**src/rtl/execute_pkg.sv**
```systemverilog
// Shared definitions for the decode/execute pipeline: ALU operation codes
// and the single-cycle ALU function.
package execute_pkg;

  localparam int unsigned DATA_W = 32;
  localparam int unsigned REG_W  = 5;
  localparam int unsigned CTR_W  = 3;

  localparam logic [CTR_W-1:0] ALU_ADD = 3'd0;
  localparam logic [CTR_W-1:0] ALU_SUB = 3'd1;
  localparam logic [CTR_W-1:0] ALU_SLT = 3'd2;
  localparam logic [CTR_W-1:0] ALU_MUL = 3'd3;

  // Single-cycle ALU result. The multiply and unsupported codes yield zero;
  // the multiply result comes from the iterative unit instead.
  function automatic logic [DATA_W-1:0] alu_result(
    input logic [DATA_W-1:0] a,
    input logic [DATA_W-1:0] b,
    input logic [CTR_W-1:0]  ctr
  );
    logic [DATA_W-1:0] res;
    res = '0;
    case (ctr)
      ALU_ADD: res = a + b;
      ALU_SUB: res = a - b;
      ALU_SLT: res = {{(DATA_W-1){1'b0}}, ($signed(a) < $signed(b))};
      default: res = '0;
    endcase
    return res;
  endfunction

endpackage

```
**src/rtl/execute_mul_iter.sv**
```systemverilog
// Iterative shift-add multiplier: one partial-product step per cycle,
// 32 steps, low 32 bits of the unsigned product.
module mul_iter
  import execute_pkg::*;
(
  input  logic              clk,
  input  logic              rst,
  input  logic              start,
  input  logic [DATA_W-1:0] a,
  input  logic [DATA_W-1:0] b,
  output logic              busy,
  output logic              done,
  output logic [DATA_W-1:0] product
);

  logic [DATA_W-1:0] mcand;
  logic [DATA_W-1:0] mplier;
  logic [DATA_W-1:0] acc;
  logic [4:0]        step;

  // The edge that completes step 32 is the one where step==31; the final
  // partial product is folded in combinationally so the caller can register
  // the finished product on that same edge.
  assign done    = busy && (step == 5'd31);
  assign product = mplier[0] ? (acc + mcand) : acc;

  // Operand capture and one shift-add step per cycle while running.
  always_ff @(posedge clk or negedge rst) begin
    if (!rst) begin
      // NOTE: these are plain registers, not a memory, so they reset cleanly;
      // every sequential assignment is non-blocking to avoid race ordering.
      mcand  <= '0;
      mplier <= '0;
      acc    <= '0;
      step   <= '0;
      busy   <= 1'b0;
    end else if (start && !busy) begin
      mcand  <= a;
      mplier <= b;
      acc    <= '0;
      step   <= '0;
      busy   <= 1'b1;
    end else if (busy) begin
      acc    <= product;
      mcand  <= mcand << 1;
      mplier <= mplier >> 1;
      step   <= step + 5'd1;
      if (done) begin
        busy <= 1'b0;
      end
    end
  end

endmodule

```
**src/rtl/execute.sv**
```systemverilog
// Execute stage: single-cycle add/sub/slt/lw address, plus an optional
// 32-cycle iterative multiply that stalls upstream through busy.
module execute
  import execute_pkg::*;
#(
  parameter int unsigned MUL_EN = 1
) (
  input  logic              clk,
  input  logic              rst,
  input  logic [DATA_W-1:0] A,
  input  logic [DATA_W-1:0] B,
  input  logic [REG_W-1:0]  RD,
  input  logic [CTR_W-1:0]  ALUctr,
  input  logic              DX_lwFlag,
  output logic [DATA_W-1:0] XM_ALUout,
  output logic [REG_W-1:0]  XM_RD,
  output logic              XM_lwFlag,
  output logic              busy
);

  typedef enum logic {IDLE, MUL} state_e;

  state_e            state, state_n;
  logic [DATA_W-1:0] alu_n;
  logic [REG_W-1:0]  rd_n;
  logic              lw_n;
  logic [REG_W-1:0]  cap_rd, cap_rd_n;
  logic              cap_lw, cap_lw_n;
  logic              mul_start;
  logic              mul_busy;
  logic              mul_done;
  logic [DATA_W-1:0] mul_product;

  assign busy = (state == MUL);

  generate
    if (MUL_EN != 0) begin : g_mul
      mul_iter u_mul (
        .clk     (clk),
        .rst     (rst),
        .start   (mul_start),
        .a       (A),
        .b       (B),
        .busy    (mul_busy),
        .done    (mul_done),
        .product (mul_product)
      );
    end else begin : g_no_mul
      assign mul_busy    = 1'b0;
      assign mul_done    = 1'b0;
      assign mul_product = '0;
    end
  endgenerate

  // Next-state and next-output decode for the IDLE/MUL controller.
  always_comb begin
    // NOTE: every variable gets a default first so no path infers a latch.
    state_n   = state;
    alu_n     = XM_ALUout;
    rd_n      = XM_RD;
    lw_n      = XM_lwFlag;
    cap_rd_n  = cap_rd;
    cap_lw_n  = cap_lw;
    mul_start = 1'b0;
    case (state)
      IDLE: begin
        if ((MUL_EN != 0) && (ALUctr == ALU_MUL) && (RD != '0)) begin
          mul_start = 1'b1;
          state_n   = MUL;
          rd_n      = '0;
          lw_n      = 1'b0;
          cap_rd_n  = RD;
          cap_lw_n  = DX_lwFlag;
        end else begin
          alu_n = alu_result(A, B, ALUctr);
          rd_n  = RD;
          lw_n  = DX_lwFlag;
        end
      end
      MUL: begin
        rd_n = '0;
        if (mul_done) begin
          alu_n   = mul_product;
          rd_n    = cap_rd;
          lw_n    = cap_lw;
          state_n = IDLE;
        end
      end
      default: state_n = IDLE;
    endcase
  end

  // State, pipeline outputs and captured destination/lw flag.
  always_ff @(posedge clk or negedge rst) begin
    if (!rst) begin
      state     <= IDLE;
      XM_ALUout <= '0;
      XM_RD     <= '0;
      XM_lwFlag <= 1'b0;
      cap_rd    <= '0;
      cap_lw    <= 1'b0;
    end else begin
      state     <= state_n;
      XM_ALUout <= alu_n;
      XM_RD     <= rd_n;
      XM_lwFlag <= lw_n;
      cap_rd    <= cap_rd_n;
      cap_lw    <= cap_lw_n;
    end
  end

  // The controller and the multiplier must agree on whether a multiply runs.
  a_busy_sync : assert property (@(posedge clk) disable iff (!rst)
    (MUL_EN == 0) || (busy == mul_busy));

endmodule

```
**config.mk**
```make
export PLATFORM = sky130hd
export DESIGN_NAME = execute
export DESIGN_NICKNAME = d
export VERILOG_FILES = /design/src/rtl/execute_pkg.sv /design/src/rtl/execute_mul_iter.sv /design/src/rtl/execute.sv
export SDC_FILE = /design/constraint.sdc
export NUM_CORES = 1
export LEC_CHECK = 0
export CAP_MARGIN = 20
export CORE_AREA = 5 5 163 165
export CTS_CLUSTER_DIAMETER = 60
export DETAILED_ROUTE_END_ITERATION = 10
export DIE_AREA = 0 0 168 170
export PLACE_DENSITY_LB_ADDON = 0.1
export SYNTH_ARGS = -nofsm -noshare
export SYNTH_HDL_FRONTEND = slang
export SYNTH_SLANG_ARGS = --single-unit
export TNS_END_PERCENT = 1
```
**constraint.sdc**
```tcl
create_clock -name clk -period 3 [get_ports clk]
set_clock_uncertainty 0.15 [all_clocks]
set_input_delay 0.6 -clock clk [delete_from_list [all_inputs] [get_ports clk]]
set_output_delay 0.6 -clock clk [all_outputs]
set_load 0.005 [all_outputs]
```
==> results of run 1 <==
-- worst max-delay path, cell delays in order --
cell and delay (ns):
clkdlybuf4s50_1 0.56, ha_4 0.24, nor4_2 0.30, buf_4 0.16, a21boi_4 0.16, buf_4 0.14
o31ai_4 0.07, a31oi_1 0.16, buf_4 0.15, a311oi_2 0.10, nor4_1 0.27, nor3_1 0.10
o21ai_1 0.19, o21ai_2 0.12, xnor2_2 0.17, o221ai_2 0.11
-- kinds of logic (layout without fill, tap and decap cells) --
| family | Yosys count | count (layout) | synth area share, % |
|---|---|---|---|
| AO/OA/AOI/OAI | 427 | 427 | 23.2 |
| AND/OR/NAND/NOR | 425 | 425 | 16.0 |
| buffers and inverters | 150 | 556 | 4.94 |
| flip-flops | 147 | 147 | 32.0 |
| adder cells (fa/ha/maj) | 99 | 99 | 11.0 |
| multiplexers | 94 | 94 | 8.33 |
| XOR/XNOR | 59 | 59 | 4.56 |
-- layout by cell type (no fill, tap or decap), types with 27 or more instances in the layout --
master / netlist / routed
dfrtp_1: 147 / 145
xnor2_1: 41 / 40
inv_1: 67 / 57
a21o_1: 34 / 34
nor2_1: 108 / 102
o21ai_1: 30 / 27
clkdlybuf4s50_1: 0 / 80
o21ai_0: 119 / 115
nand2_1: 201 / 200
a21oi_1: 103 / 86
buf_4: 0 / 319
mux2i_1: 80 / 79
ha_1: 96 / 71
-- per-layer routing --
| metal | track usage [%] | share of wire (%) |
|---|---|---|
| met1 | 36.2 | 43 |
| met2 | 47.9 | 50 |
| met3 | 4.23 | 4.3 |
| met4 | 8.79 | 2.9 |
| met5 | 0 | 0 |
-- final cells by class --
cell class	count	area [um^2]	area share, %
multi-input combinational	1104	8140	48.1
timing repair buffer	452	3800	22.5
sequential	147	3680	21.8
clock buffer	17	425	2.52
tap	330	413	2.44
inverter	72	275	1.63
clock inverter	15	181	1.07
-- how the worst min path moves through the flow --
stage	startpoint	endpoint	slack, ns	cells past startpoint
6_report	A[1]	g_mul.u_mul.mcand[1]	0.33	3
5_1_grt	A[1]	g_mul.u_mul.mcand[1]	0.35	3
4_1_cts	A[1]	g_mul.u_mul.mcand[1]	0.32	3
3_5_place_dp	cap_rd[2]	cap_rd[2]	0.32	2
3_3_place_gp	g_mul.u_mul.mplier[16]	g_mul.u_mul.mplier[15]	0.31	2
2_1_floorplan	rst	XM_ALUout[0]	0.15	0
-- power breakdown --
part           total (mW)  internal, mW  switching, mW
Combinational        6.30          3.06           3.24
Clock                2.29          1.27           1.02
Sequential           3.39          2.73          0.663
-- sequential cells by signal (all words and copies together), names as in the netlist, 5 cells and up --
signal and flops:
XM_ALUout 32, g_mul.u_mul.step 5, g_mul.u_mul.mplier 32, XM_RD 5, cap_rd 5, g_mul.u_mul.acc 32
g_mul.u_mul.mcand 32
-- timing repair --
item | 4_1_cts | 5_1_grt
gates resized for setup | 171 | 61
pin swaps | 45 | 25
hold endpoints to repair | 40 | 0
hold buffers | 1 | 0
buffers inserted | 9 | 0
setup endpoints to repair | 39 | 35
-- stage by stage --
step	setup slack, ns	TNS [ns]
after floorplan	-0.392	-2.63
after global placement	-1.40	-29.80
after detailed placement	-1.46	-30.78
after CTS	-0.472	-4.08
after global routing	-0.522	-7.61
final	-0.455	-4.23
-- Yosys cell counts, types with 3 or more instances --
master / instances / area share, %
nor4_1: 12 / 0.65
dfrtp_1: 147 / 32
o31a_1: 4 / 0.30
and3_1: 6 / 0.33
and2_1: 5 / 0.27
or3_1: 7 / 0.38
fa_1: 3 / 0.52
nor2b_1: 12 / 0.65
clkbuf_1: 64 / 2.1
o21bai_1: 12 / 0.78
xor2_1: 17 / 1.3
o311ai_1: 3 / 0.23
nand2_1: 201 / 6.6
a21o_1: 34 / 2.2
o211ai_1: 6 / 0.39
a22oi_1: 9 / 0.59
o31ai_1: 11 / 0.72
nand2b_1: 15 / 0.82
mux2i_1: 80 / 7.0
a31o_2: 3 / 0.23
nor2_1: 108 / 3.5
o21ai_0: 119 / 5.2
a211oi_1: 8 / 0.52
a21oi_1: 103 / 4.5
a311oi_1: 3 / 0.23
buf_2: 4 / 0.17
a32oi_1: 3 / 0.23
clkinv_1: 3 / 0.098
o21a_1: 9 / 0.59
inv_1: 67 / 2.2
nand3_1: 20 / 0.87
o221ai_1: 4 / 0.30
ha_1: 96 / 10
o22ai_1: 4 / 0.22
a221oi_1: 15 / 1.1
nand4_1: 7 / 0.38
a31oi_1: 18 / 0.98
nor3_1: 23 / 1.0
o21ai_1: 30 / 1.3
mux2_2: 14 / 1.4
a22o_1: 5 / 0.38
xnor2_1: 41 / 3.1
buf_1: 10 / 0.33
==> qor.yml, run 1 <==
die:
  die_h_um: 170
  dieWidth_um: 168
  num_rows: 58
  start_util_pct: 46.2
  num_io_pins: 114
  core-area_um2: 24900
  dieArea_um2: 28600
timing:
  worst_slack_ns: -0.455
  worst_pin_slew_ns: 0.770
  hold_violations: 0
  rsz0062_at_grt: "true"
  period_needed_ns: 3.45
  drv_slew: 0
  period_share_pct: 115
  setup_viol: 22
  whs_ns: 0.327
  max_freq_ghz: 0.289
  maxSlewHeadroom_pct: 48.7
cells_and_area:
  syn2layout_area_growth_pct: 47.1
  nets: 1968
  nFillCells: 2099
  stdcell_count: 2137
  fin_area_um2: 16900
  drive_gt1_share_pct: 29.8
  fin_util_pct: 67.9
  antenna_cells: 0
global_routing:
  grt_overflow: 0
  grt_max_degree: 194
  grt_first_pass_wirelength_mm: 63.5
  grt_use_total_pct: 27.8
  antenna_found_initial: 0
  grt_pass1_vias: 11800
synth:
  synth-seq-cells: 147
  synth-edff-count: 0
  yosysSeqAreaShare_pct: 32.0
  synth_nets: 1575
  netlist_area_um2: 11500
  avgSynthCellArea_um2: 8.21
  synth_cell_types: 71
  syn_inst: 1401
  synth-warning-count: 0
  synth_top_flop_cell: "dfrtp_1"
  async_flop_share_pct: 100
cts:
  numCtsBuffers: 17
  htreeDepth: 4
  clkTransAtPathRegs_ns: 0.07
  clk_latency_ns: 0.43
  clkSinkCount: 147
  cts_tree: "yes"
  cts-root-buf: "clkbuf_16"
  clockBufferDepth: 2
power_and_ir_drop:
  p_total_mw: 12.0
  p_leak_nw: 8.12
  p_per_area_nw_per_um2: 708
  peakVddDrop_mv: 0.628
drt:
  ant_nets: 0
  routed_wl_mm: 40.5
  drt-pass1-iter-count: 6
  drc: 0
  wl_per_cell_um: 19.0
  vias_per_cell: 5.55
  vias: 11900
  drt_iter0_drc: 837
worst_setup_path:
  cp-startpoint: "A[18]"
  cp-end-kind: "flip-flop"
  rr_endpoint: "g_mul.u_mul.acc[31]"
  r2r_start: "g_mul.u_mul.mcand[6]"
  r2r_slack_ns: -0.20
  endpoint: "XM_ALUout[31]"
  cp-start-kind: "input pin"
  reg2regPathDepth: 14
  crit_path_max_fanout: 2
  cp.required_ns: 3.15
  arrival_ns: 3.60
  critPathKind: "in2reg"
run:
  maxCapViolCount: 0
run_status:
  outcome: "finished with violations"
  violations: "negative setup slack"
min_path:
  hp-class: "in2reg"
place:
  placed_cells: 2095
  hpwl_mm: 30.2
  place.gp.congestion: 0.952
  io_buffer_count: 113
  postPlaceCellArea_um2: 15400
No activity file was read; power rests on OpenSTA's default activity.
==> run 2, diff against run 1 <==
- CORE_AREA: 5 5 163 165 -> 5 5 208 130
- DIE_AREA: 0 0 168 170 -> 0 0 213 135
==> qor.yml, run 2 (synthesis gave the netlist of run 1 again) <==
die:
  dieArea_um2: 28800
  num_rows: 45
  dieWidth_um: 213
  num_io_pins: 114
  core-area_um2: 24800
  die_h_um: 135
  start_util_pct: 46.3
cells_and_area:
  seq_area_um2: 3680
  nets: 1971
  stdcell_count: 2139
  drive_gt1_share_pct: 29.0
  layout_common_cells: "325 x buf_4, 201 x nand2_1, 146 x dfrtp_1"
  nFillCells: 2112
  fin_area_um2: 16800
  final_common_cell: "buf_4"
  multi_input_area_um2: 8040
  antenna_cells: 0
  syn2layout_area_growth_pct: 46.3
worst_setup_path:
  cp.depth: 21
  cp-startpoint: "A[0]"
  cpMostUsedCell: "buf_4"
  cp_slowest_cell: "fa_2"
  critPathBufInv: 9
  slowest_delay_ns: 0.37
  crit_path_max_fanout: 2
  critPathKind: "in2reg"
  arrival_ns: 3.59
  cp.required_ns: 3.19
  worstPathCellList: "buf_8 -> buf_6 -> ha_4 -> fa_2 -> nor2b_4 -> o21ai_2 -> buf_4 -> buf_4 -> buf_4 -> buf_4 -> buf_4 -> buf_4 -> buf_4 -> a31oi_2 -> o21ai_0 -> a31oi_1 -> nor3_1 -> a21oi_1 -> xnor2_1 -> a221oi_2 -> nor2_1"
  cp-start-kind: "input pin"
  critPathTopFamily: "compound AO/OA/AOI/OAI gates"
  cp-end-kind: "flip-flop"
  reg2regPathDepth: 15
  r2r_start: "g_mul.u_mul.mcand[9]"
place:
  dp_slack_ns: -1.50
  io_buffer_count: 113
  place.gp.congestion: 0.936
  hpwl_mm: 31.0
  placed_cells: 2079
  postPlaceCellArea_um2: 15300
global_routing:
  grt_pass1_vias: 11600
  grt_first_pass_wirelength_mm: 65.0
  antenna_found_initial: 0
  grt_max_degree: 194
  grt_overflow: 0
  grt_use_total_pct: 28.8
cts:
  clkTransAtPathRegs_ns: 0.07
  htreeDepth: 4
  numCtsBuffers: 17
  cts-root-buf: "clkbuf_16"
  cts_tree: "yes"
  clk_latency_ns: 0.45
  clkSinkCount: 147
  clockBufferDepth: 2
timing:
  worst_slack_ns: -0.398
  drv_slew: 0
  max_freq_ghz: 0.294
  worst_pin_slew_ns: 0.792
  setup_viol: 24
  whs_ns: 0.328
  period_share_pct: 113
  period_needed_ns: 3.40
  maxSlewHeadroom_pct: 47.2
  hold_violations: 0
  rsz0062_at_grt: "true"
drt:
  ant_nets: 0
  wl_per_cell_um: 19.2
  vias_per_cell: 5.58
  routed_wl_mm: 41.1
  drt_iter0_drc: 962
  drt-pass1-iter-count: 5
  vias: 11900
  drc: 0
min_path:
  hp-class: "reg2reg"
  worstHoldStart: "cap_rd[1]"
  hold_depth: 2
power_and_ir_drop:
  peakVddDrop_mv: 0.708
  p_per_area_nw_per_um2: 707
  p_leak_nw: 8.07
run_status:
  violations: "negative setup slack"
  outcome: "finished with violations"
run:
  maxCapViolCount: 0
==> run 2: cell types whose count changed in the layout (fill, tap and decap cells not counted), sizes merged <==
cell,delta
clkdlybuf4s50,+3
clkdlybuf4s15,+2
buf,-1
dlygate4sd2,+2
bufinv,-1
inv,-5
clkinvlp,+3
dlymetal6s2s,-3
clkinv,+3
==> run 2: per-stage QoR <==
stage                     utilization (%)  power (mW)  setup TNS, ns
after floorplan                         -        6.54          -2.63
after global placement               61.6        9.11         -27.58
after detailed placement             61.6        9.25         -29.60
after CTS                            66.4        11.7          -5.17
after global routing                 67.8        12.7          -9.29
final                                67.8        11.9          -5.23
==> run 2: routing by layer <==
metal / global-route usage [%] / share of wire, % / vias to the layer above
li1: - / - / 5769
met2: 43.4 / 44 / 407
met1: 42.2 / 47 / 5723
met3: 5.20 / 6.4 / 44
met4: 8.70 / 2.2 / 0
met5: 0 / 0 / -
==> run 2: final cells by class <==
class,count,share of cell area [%]
well taps,329,2.45
flip-flops and latches,147,21.9
inverters,72,1.61
repair buffers,455,22.8
multi-input cells,1104,47.8
clock inverters,15,0.989
clock buffers,17,2.53
==> run 2: timing repair <==
action / 4_1_cts / 5_1_grt
buffers inserted: 25 / 3
gates resized for setup: 131 / 59
hold buffers: 1 / 0
hold endpoints to repair: 52 / 0
pin swaps: 46 / 32
setup endpoints to repair: 41 / 46
==> run 2: tightest hold or removal path, cell delays in order (launching register included) <==
cell and delay, ns:
dfrtp_1 0.34, nand2_1 0.05, nand2_1 0.06
==> run 2: final timing paths <==
check | endpoint | slack [ns]
max reg2reg | XM_ALUout[31] | -0.33
min reg2reg | cap_rd[1] | 0.33
max | XM_ALUout[12] | -0.40
min | cap_rd[1] | 0.33
min in group asynchronous | g_mul.u_mul.mcand[3] | 0.52
max in group asynchronous | g_mul.u_mul.mplier[27] | 1.55
==> run 2: report_power, final <==
group	total, mW	internal (mW)	switching (mW)
registers	3.32	2.73	0.586
logic	6.36	3.04	3.32
clock network	2.22	1.18	1.04
total	11.9	6.95	4.94
==> run 3, diff against run 2 <==
- ABC_AREA: unset -> 1
- CORE_AREA: 5 5 208 130 -> 5 5 230 142
- DIE_AREA: 0 0 213 135 -> 0 0 235 147
- GPL_ROUTABILITY_DRIVEN: unset -> 1
- clock period: 3 -> 4.2 ns (I/O delays scaled with it)
==> qor.yml, run 3 <==
synth:
  synth-edff-count: 0
  yosysMostFrequentCell: "nand2_1"
  synth_top_area_share_pct: 26.2
  avgSynthCellArea_um2: 6.08
  ys_top_cells_by_count: "833 x nand2_1, 395 x inv_1, 194 x nand3_1, 160 x nor2_1, 147 x dfrtp_1"
  yosysSeqAreaShare_pct: 26.2
  synth_area_leaders: "dfrtp_1 26%, nand2_1 22%, inv_1 11%"
  synth-warning-count: 0
  synth-seq-cells: 147
  synth_cell_types: 44
  synth_nets: 2480
  async_flop_share_pct: 100
  netlist_area_um2: 14000
  yosysTopAreaCell: "dfrtp_1"
  syn_inst: 2306
  synth_top_flop_cell: "dfrtp_1"
worst_setup_path:
  reg2regPathDepth: 16
  worstPathCellList: "clkdlybuf4s50_1 -> inv_1 -> fa_1 -> inv_1 -> nand3_1 -> nand3_1 -> nand2_1 -> nand3_1 -> nand2_1 -> nand3_1 -> nand2_1 -> nand3_1 -> nand2_1 -> nand2_1 -> nand2_1 -> nand2_1 -> nand2_1"
  cp.required_ns: 4.39
  arrival_ns: 3.60
  cp-start-kind: "input pin"
  cpMostUsedCell: "nand2_1"
  cp_slowest_cell: "clkdlybuf4s50_1"
  slowest_delay_ns: 0.65
  cp-end-kind: "flip-flop"
  critPathTopFamily: "simple AND/OR/NAND/NOR gates"
  cp.depth: 17
  critPathBufInv: 3
  critPathKind: "in2reg"
  crit_path_max_fanout: 5
global_routing:
  grt_overflow: 0
  met1_usage_pct: 46.8
  met2_usage_pct: 42.7
  grt_pass1_vias: 13900
  grt_max_degree: 67
  gr-usage-met3_pct: 7.77
  grt_first_pass_wirelength_mm: 82.9
  grt_use_total_pct: 30.9
  antenna_found_initial: 1
  busiest_layer: "met1"
timing:
  setup_viol: 0
  worst_pin_slew_ns: 1.04
  whs_ns: 0.278
  maxSlewHeadroom_pct: 30.5
  drv_slew: 0
  setup_tns_ns: 0
  rsz0062_at_grt: "false"
  max_freq_ghz: 0.293
  period_share_pct: 81.2
  period_needed_ns: 3.41
  hold_violations: 0
cts:
  clk_latency_ns: 0.45
  clockBufferDepth: 2
  clkTransAtPathRegs_ns: 0.07
  cts_setup_buffers: 0
  cts-root-buf: "clkbuf_16"
  cts_hold_buf: 0
  htreeDepth: 4
  ctsResizeCount: 0
  clkSinkCount: 147
  cts_tree: "yes"
  numCtsBuffers: 17
die:
  num_rows: 50
  start_util_pct: 45.9
  core-area_um2: 30600
  num_io_pins: 114
  dieArea_um2: 34500
  dieWidth_um: 235
  die_h_um: 147
cells_and_area:
  drive_gt1_share_pct: 3.80
  layout_common_cells: "833 x nand2_1, 395 x inv_1, 194 x nand3_1"
  antenna_cells: 0
  syn2layout_area_growth_pct: 14.3
  nFillCells: 3184
  nets: 2558
  final_common_cell: "nand2_1"
power_and_ir_drop:
  p_seq_share_pct: 27.5
  pwr-share-clk_pct: 17.8
  p_sw_share_pct: 49.0
  power_switching_mw: 4.31
  peakVddDrop_mv: 0.344
  power_frac_comb_pct: 54.7
  p_leak_nw: 8.70
  p_per_area_nw_per_um2: 548
  internal-power_mw: 4.49
drt:
  drt-pass1-iter-count: 10
  vias_per_cell: 5.43
  ant_nets: 0
  drc: 0
  drt_iter0_drc: 1736
  routed_wl_mm: 55.0
  wl_per_cell_um: 19.6
  vias: 15300
place:
  place.gp.congestion: 1.02
  hpwl_mm: 43.2
  io_buffer_count: 113
min_path:
  hp-class: "in2async"
run:
  maxCapViolCount: 0
run_status:
  outcome: "complete, no violations"
-- run 3: worst paths after layout --
kind                                      start                    end  slack, ns
min                                         rst  g_mul.u_mul.mplier[2]       0.28
max in group asynchronous                   rst  g_mul.u_mul.mcand[14]       2.78
max reg2reg                g_mul.u_mul.mcand[0]          XM_ALUout[28]       1.15
max                                        A[1]          XM_ALUout[24]       0.79
min in group clk                  XM_ALUout[12]          XM_ALUout[12]       0.34
min reg2reg                       XM_ALUout[12]          XM_ALUout[12]       0.34
-- run 3: routing by layer --
layer / wire [um] / vias to the layer above / part of all wire (%)
met5: 0 / - / 0
met4: 1560 / 0 / 2.8
met3: 5790 / 86 / 11
met2: 21300 / 750 / 39
met1: 26300 / 7016 / 48
li1: - / 7428 / -
-- run 3: power by group through the flow --
stage,registers (mW),clock network (mW),logic [mW]
finish,2.42,1.56,4.81
global route,2.47,1.64,5.35
CTS,2.41,1.58,4.77
detailed placement,2.42,0,4.75
global placement,2.42,0,4.67
floorplan,2.28,0,3.17
-- run 3: per-stage QoR --
stage	total power [mW]	cells	util [%]	instance area, um^2	setup slack [ns]
4_1_cts	8.75	2813	52.4	16000	0.861
5_1_grt	9.46	2813	52.4	16000	0.622
2_1_floorplan	5.45	2306	-	14000	1.56
3_5_place_dp	7.17	2781	50.6	15500	0.404
3_3_place_gp	7.09	2781	50.6	15500	0.391
6_report	8.79	2813	52.4	16000	0.789
-- run 3: logic make-up (layout without fill, tap and decap cells) --
group | after synthesis | after routing | synth area share (%)
simple gates | 1264 | 1264 | 37.1
buf+inv | 479 | 570 | 13.7
compound gates | 296 | 296 | 12.7
flops | 147 | 147 | 26.2
fa+ha+maj | 99 | 99 | 8.99
xor+xnor | 21 | 21 | 1.31
-- run 3: layout make-up --
type                            count  area (um^2)  share of cell area, %
Inverter                          404         1520                   9.45
Multi-Input combinational cell   1680         8420                   52.5
Clock buffer                       18          439                   2.74
Clock inverter                     14          134                  0.835
Timing Repair Buffer              134         1330                   8.28
Sequential cell                   147         3680                   22.9
Tap cell                          416          520                   3.24
